$ cat config.mk
export PLATFORM = sky130hd
export DESIGN_NAME = regfile_mp
export DESIGN_NICKNAME = d
export VERILOG_FILES = /design/src/rtl/regfile_mp.sv
export SDC_FILE = /design/constraint.sdc
export NUM_CORES = 2
export LEC_CHECK = 0
export CAP_MARGIN = 20
export CORE_MARGIN = 8
export CORE_UTILIZATION = 25
export CTS_CLUSTER_DIAMETER = 80
export DETAILED_ROUTE_END_ITERATION = 8
export PLACE_DENSITY = 0.37
export SLEW_MARGIN = 20
export SYNTH_ARGS = -nofsm -noshare
export SYNTH_HDL_FRONTEND = slang
export SYNTH_SLANG_ARGS = --single-unit
$ cat constraint.sdc
create_clock -name clk -period 3.6 [get_ports clk]
set_clock_uncertainty 0.15 [all_clocks]
set_input_delay 0.72 -clock clk [delete_from_list [all_inputs] [get_ports clk]]
set_output_delay 0.72 -clock clk [all_outputs]
set_load 0.03 [all_outputs]
$ cat src/rtl/regfile_mp.sv
// Multi-port register file: N combinational read ports, ALU and load write ports
// with write-first bypass, and a per-register pending-load scoreboard.
module regfile_mp #(
    parameter int unsigned DATA_W = 32,
    parameter int unsigned ADDR_W = 4,
    parameter int unsigned NREAD  = 3,
    parameter int unsigned PC_IDX = 15
) (
    input  logic                      clk,
    input  logic                      rst_n,
    input  logic                      we_a,
    input  logic [ADDR_W-1:0]         wa_a,
    input  logic [DATA_W-1:0]         wd_a,
    input  logic                      we_l,
    input  logic [ADDR_W-1:0]         wa_l,
    input  logic [DATA_W-1:0]         wd_l,
    input  logic                      lset,
    input  logic [ADDR_W-1:0]         lset_addr,
    input  logic [DATA_W-1:0]         pc_in,
    input  logic [NREAD*ADDR_W-1:0]   ra,
    output logic [NREAD*DATA_W-1:0]   rd,
    output logic [NREAD-1:0]          rd_busy,
    output logic                      any_busy
);

    localparam int unsigned NREG = 1 << ADDR_W;
    localparam logic [ADDR_W-1:0] PC_A = ADDR_W'(PC_IDX);

    logic [DATA_W-1:0] mem [NREG];
    logic [NREG-1:0]   pend;
    logic [NREG-1:0]   sel_a;
    logic [NREG-1:0]   sel_l;
    logic [NREG-1:0]   sel_set;

    // Per-register write/set decode; the PC alias never decodes so it has no state.
    always_comb begin
        sel_a   = '0;
        sel_l   = '0;
        sel_set = '0;
        for (int unsigned r = 0; r < NREG; r++) begin
            if (ADDR_W'(r) != PC_A) begin
                sel_a[r]   = we_a && (wa_a == ADDR_W'(r));
                sel_l[r]   = we_l && (wa_l == ADDR_W'(r));
                sel_set[r] = lset && (lset_addr == ADDR_W'(r));
            end
        end
    end

    // ALU port wins a same-address collision; a new load set beats any clear.
    always_ff @(posedge clk or negedge rst_n) begin
        if (!rst_n) begin
            for (int unsigned r = 0; r < NREG; r++) begin
                mem[r] <= '0;
            end
            pend <= '0;
        end else begin
            for (int unsigned r = 0; r < NREG; r++) begin
                if (sel_a[r]) begin
                    mem[r] <= wd_a;
                end else if (sel_l[r]) begin
                    mem[r] <= wd_l;
                end
                if (sel_set[r]) begin
                    pend[r] <= 1'b1;
                end else if (sel_a[r] || sel_l[r]) begin
                    pend[r] <= 1'b0;
                end
            end
        end
    end

    // Read ports: PC alias, then ALU bypass, then load bypass, then storage.
    always_comb begin
        rd      = '0;
        rd_busy = '0;
        for (int unsigned i = 0; i < NREAD; i++) begin
            if (ra[i*ADDR_W +: ADDR_W] == PC_A) begin
                rd[i*DATA_W +: DATA_W] = pc_in;
            end else if (we_a && (wa_a == ra[i*ADDR_W +: ADDR_W])) begin
                rd[i*DATA_W +: DATA_W] = wd_a;
            end else if (we_l && (wa_l == ra[i*ADDR_W +: ADDR_W])) begin
                rd[i*DATA_W +: DATA_W] = wd_l;
            end else begin
                rd[i*DATA_W +: DATA_W] = mem[ra[i*ADDR_W +: ADDR_W]];
            end
            rd_busy[i] = pend[ra[i*ADDR_W +: ADDR_W]]
                         && (ra[i*ADDR_W +: ADDR_W] != PC_A)
                         && !(we_l && (wa_l == ra[i*ADDR_W +: ADDR_W]))
                         && !(we_a && (wa_a == ra[i*ADDR_W +: ADDR_W]));
        end
    end

    assign any_busy = |pend;

endmodule

* Word-level counts from Yosys, hierarchy flattened
Index checks and enable logic that the tools add are counted.
Operators by class: magnitude comparators 6, eq/ne operators 54, muxes and demuxes 84, bitwise gates (word level) 3, reduce and logical (&&, ||, !) cells 115
Operator list (count):
- $mux W32 | 45
- $bmux W32 S4 | 3
- $eq A4 B4 Y1 const B | 24
- $logic_and A1 B1 Y1 | 60
- $reduce_bool A2 Y1 | 30
- $eq A4 B3 Y1 const B | 12
- $mux W1 | 33
- $eq A4 B2 Y1 const B | 6
- $eq A4 B4 Y1 | 6
- $ge A5 B5 Y1 const B | 3
- $logic_or A1 B1 Y1 | 15
- $lt A4 B5 Y1 const B | 3
- $not A4 Y5 | 3
- $reduce_or A15 Y1 | 1
- $bmux W1 S4 | 3
- $eq A4 B1 Y1 const B | 3
- $logic_not A4 Y1 | 3
- $ne A4 B4 Y1 const B | 3
- $logic_not A1 Y1 | 6
Word-level totals: register bits 495, input bits 125, output and inout bits 100, word-level logic and storage cells 292

* Logic depth before layout (Yosys ltp)
depth in word-level cells 7, mapped depth 9, gate-level depth less buffers 5

* Least setup slack after synthesis
Ideal clock, no wire load.
path type input -> output, start point in wa_a[0], end point out rd[69], data arrival time 2.744 ns, data required time 2.730 ns, path slack -0.014 ns, stages 8, path buffers 3, cells stage by stage buf_2 > xor2_1 > nor3_2 > and2_1 > buf_4 > buf_2 > o31ai_1 > a221oi_1
On the way: cells in the longest elaborated chain, start to end 4
Ends and longest elaborated chain:
- start, declared | line 12 | input logic [ADDR_W-1:0] wa_a,
- $eq A4 B4 Y1 | line 79 | end else if (we_a && (wa_a == ra[i*ADDR_W +: ADDR_W])) begin
- $logic_and A1 B1 Y1 | line 79
- $mux W32 | line 79
- $mux W32 | line 77 | if (ra[i*ADDR_W +: ADDR_W] == PC_A) begin
- end, declared | line 21 | output logic [NREAD*DATA_W-1:0] rd,
Every way passes these cells.

* Final worst setup path
start point in ra[8], end point out rd[78]
On the way: cells in the longest elaborated chain, start to end 7, elaborated cells on any way between the ends 12, those cells by class 3 x eq/ne; 6 x mux; 1 x bitwise; 2 x reduce/logical
Ends and longest elaborated chain:
- start, declared | line 20 | input logic [NREAD*ADDR_W-1:0] ra,
- $not A4 Y5 (not written as such) | line 84 | rd[i*DATA_W +: DATA_W] = mem[ra[i*ADDR_W +: ADDR_W]];
- $bmux W32 S4 | line 84
- $mux W32 (not written as such) (2 in series) | line 84
- $mux W32 | line 81 | end else if (we_l && (wa_l == ra[i*ADDR_W +: ADDR_W])) begin
- $mux W32 | line 79
- $mux W32 * | line 77
Mark *: on every way between the ends. The rest lies on a longest branch, timed or not. The select of a mux whose other input is x is not followed.

==> results.md <==
Global route:
- The remaining global-route overflow is 0.
- The initial antenna violation count came to 7.
- The total track usage is 23.5%.
- The global-route wire length before repair is 285000 µm.
- Entering global routing, the biggest net connects 95 pins.
- The via count of the first global-routing pass came to 34447.

Drt:
- The detail route stage leaves a number of antenna-violating nets equal to 0.
- After detailed routing, the number of vias per cell comes to 5.57.
- In the routed design, unresolved DRC markers number 0.
- After detailed routing, the average wire length per cell comes to 32.8 µm.
- The first TritonRoute pass finished after 5 iterations.
- The first routing iteration left 3325 violations.
- The via count of the routed design is 34791.
- The total routed wirelength is 205000 µm.

CTS:
- After clock tree synthesis, the clock-pin slew on the worst setup and hold paths is 0.06 ns.
- The clock tree synthesis step divided the H-tree into 3 levels.
- The clock latency at the later pin of the worst-skew pair is 0.63 ns.
- The clock passes through at most 3 buffers.
- The tree is rooted in a sky130_fd_sc_hd__clkbuf_16.
- The number of clock buffers added by TritonCTS is 71.
- The TritonCTS clock tree is done.
- The clock sink count is 495.

Worst setup path:
- The required time at the worst-slack endpoint is 2.73 ns.
- The delay of the slowest cell on the worst path is 0.51 ns.
- The count of buffering cells on the critical path with inverters included is 5.
- STA classifies the critical path startpoint as a primary input.
- The kind of critical path is in -> out.
- The critical-path maximum fanout is 8.
- The nature of the critical path endpoint is an output port.
- The slowest stage of the critical path belongs to the cell sky130_fd_sc_hd__mux4_2.
- The critical path's top delay family is buffers and inverters.
- The signal on the critical path passes through buf_16, buf_16, buf_12, mux4_2, mux2i_1, buf_4, nor2_2, a2111o_1, o211a_1, buf_12.
- The data arrival time at the worst-slack endpoint is 2.76 ns.

Outcome:
- The final reports fail on setup timing.
- The flow ran to the end, but the final reports show violations.

Run:
- Max-cap violations in this run came to 0.

Logic synthesis:
- The number of nets handed over by synthesis was 3969.
- In this run the cell area of the synthesized design comes to 0.0387 mm².
- The number of warnings printed during yosys synthesis is 0.
- The number of flops mapped to enable cells by yosys is 0.
- For this run, the register share of the synthesized area comes to 32.0%.
- For this run, asynchronously set or reset flops after synthesis account for 100%.
- The number of instances in the synthesized netlist is 3844.
- The most used flip-flop cell after synthesis is sky130_fd_sc_hd__dfrtp_1.
- The number of synthesized register bits is 495.
- The count of cell types in the netlist is 51.
- The average instance in the mapped netlist occupies 10.1 µm².

Timing:
- Setup repair after global routing could not meet its margin everywhere.
- Measured against its own limit, the worst slew margin works out to 48.1%.
- The upper clock frequency limit is 276 MHz.
- Final hold analysis gives a worst-case slack of 0.436 ns.
- Setup violations remaining at the end of the flow were counted as 7.
- The final-report hold violation count is 0.
- The final max-slew violation count came to 0.
- At the pin with the least slew margin, the transition time is 0.778 ns.
- The post-route fraction of the period consumed by the critical path is 101%.
- The worst setup slack after layout is -0.0273 ns.
- The routed design could run at a clock period as short as 3.63 ns.

Layout:
- In the layout the commonest cells are sky130_fd_sc_hd__mux2i_1 (639), sky130_fd_sc_hd__dfrtp_1 (495), sky130_fd_sc_hd__nor2_1 (421).
- The finished layout holds 6247 standard cells, fillers aside.
- Cells fill 33.6% of the core in the end.
- The most common cell after layout, fill and taps aside is sky130_fd_sc_hd__mux2i_1.
- After routing the design area is 0.0517 mm².
- After filler insertion, the fill cell instance count of the layout stands at 15548.
- The area growth from synthesis to layout is 33.5%.
- At the end of the flow, the number of nets in the layout was 4274.
- Of the cells placed in the final design, the portion with a size suffix greater than 1 is 28.4%.

Power:
- The analysis attributes to cell leakage a power of 21.4 nW.
- Summing internal, switching and leakage power gives 0.0253 W.
- For this design the ratio of total power to cell area is 490 mW/mm².
- The worst IR drop on VDD is 0.000338 V.

Floorplan:
- The die is 410 µm tall.
- The initialized floorplan defines 144 standard-cell rows.
- The die is 410 µm wide.
- The I/O pin total is 225.
- The core region is 0.154 mm².
- For this configuration, the core starts out at a cell density of 25.2%.
- The full die area is 0.168 mm².

Place:
- The congestion estimate from routability-driven global placement came to 0.825.
- After detailed placement, the design holds a cell count of 6052.
- The HPWL reported at the end of detailed placement is 136000 µm.
- The post-detailed-placement cell area is 0.0478 mm².
- The count of port buffers added during placement is 224.

Hold path:
- The classification of the worst-slack hold path is in -> async.
## final cells by class
cell class / count / area [µm²] / share of cell area (%)
multi-input combinational: 2840 / 24900 / 48.2
sequential: 495 / 12400 / 24.0
timing repair buffer: 738 / 9540 / 18.5
tap: 2044 / 2560 / 4.95
clock buffer: 112 / 2200 / 4.25
clock inverter: 13 / 109 / 0.211
inverter: 3 / 11.3 / 0.0218
antenna: 2 / 5.00 / 0.00968
## flip-flops by register name, indices dropped and copies added (netlist names)
| name | cells |
|---|---|
| mem | 480 |
| pend | 15 |
## worst register-to-register path, cell delays in order, from the launching register on
cell and delay (ns):
sky130_fd_sc_hd__dfrtp_1 0.41, sky130_fd_sc_hd__mux2i_1 0.16, sky130_fd_sc_hd__o21ai_0 0.09
## cells by family (layout without fill, tap and decap cells)
kind of cell	after synthesis	in the layout	synth area share [%]
AND/OR/NAND/NOR	831	831	8.97
flip-flops	495	495	32.0
buffers and inverters	509	866	5.80
AO/OA/AOI/OAI	995	995	16.3
XOR/XNOR	24	24	0.543
other	0	2	0
multiplexers	990	990	36.4
## cells in the mapped netlist (15+ instances only)
library cell	instances	area share, %
sky130_fd_sc_hd__mux2_2	15	0.44
sky130_fd_sc_hd__a221oi_1	17	0.38
sky130_fd_sc_hd__a21oi_1	403	5.2
sky130_fd_sc_hd__o21ai_0	248	3.2
sky130_fd_sc_hd__a2111o_1	15	0.44
sky130_fd_sc_hd__o311a_1	31	0.80
sky130_fd_sc_hd__buf_1	41	0.40
sky130_fd_sc_hd__o21ai_1	21	0.27
sky130_fd_sc_hd__and3_1	18	0.29
sky130_fd_sc_hd__nand3b_1	23	0.45
sky130_fd_sc_hd__buf_6	17	0.49
sky130_fd_sc_hd__o2bb2ai_1	18	0.41
sky130_fd_sc_hd__nor3_1	37	0.48
sky130_fd_sc_hd__o31ai_1	18	0.35
sky130_fd_sc_hd__dfrtp_1	495	32
sky130_fd_sc_hd__a21o_1	31	0.60
sky130_fd_sc_hd__o21bai_1	31	0.60
sky130_fd_sc_hd__o221a_1	29	0.84
sky130_fd_sc_hd__mux2i_1	643	17
sky130_fd_sc_hd__o32a_1	46	1.2
sky130_fd_sc_hd__o211a_1	15	0.39
sky130_fd_sc_hd__buf_4	16	0.31
sky130_fd_sc_hd__buf_2	119	1.5
sky130_fd_sc_hd__o22a_1	30	0.68
sky130_fd_sc_hd__nand2_1	259	2.5
sky130_fd_sc_hd__nor2_1	430	4.2
sky130_fd_sc_hd__clkbuf_1	313	3.0
sky130_fd_sc_hd__a2bb2oi_1	33	0.75
sky130_fd_sc_hd__mux4_2	332	19
## layer usage
layer | global-route usage, % | up-vias | part of all wire [%]
met4 | 6.35 | 4 | 2.7
met1 | 33.2 | 18124 | 45
met2 | 36.5 | 1371 | 45
met5 | 0 | - | 0.013
li1 | - | 15045 | -
met3 | 4.52 | 247 | 6.8
## path summary, 6_finish.rpt
path / startpoint / end / slack (ns) / cells after the start
setup / recovery: ra[8] / rd[78] / -0.03 / 10
hold / removal: rst_n / mem[366] / 0.44 / 2
setup reg to reg: mem[254] / mem[254] / 2.65 / 2
hold reg to reg: pend[3] / pend[3] / 0.44 / 2
max in group asynchronous: rst_n / mem[316] / 1.77 / 4
min in group clk: pend[3] / pend[3] / 0.44 / 2
## through the flow
stage	worst slack (ns)	TNS [ns]
after global routing	-0.0545	-0.443
after floorplan	0.0424	0
after detailed placement	-0.473	-29.67
after global placement	-0.447	-29.70
final	-0.0273	-0.0823
after CTS	-0.0440	-0.247
## timing repair
item | in CTS | in global routing
endpoints found under the hold margin | 21 | 0
cloned | 12 | 6
buffers inserted | 33 | 22
gates resized for setup | 113 | 60
pin swaps | 59 | 47
hold buffers | 1 | 0
setup endpoints to repair | 97 | 77
## power by group
part           switching, W  total, W  internal, W
clock network       0.00293   0.00718      0.00425
logic               0.00445   0.00966      0.00521
registers           0.00151   0.00850      0.00699
No activity file was read; power rests on OpenSTA's default activity.
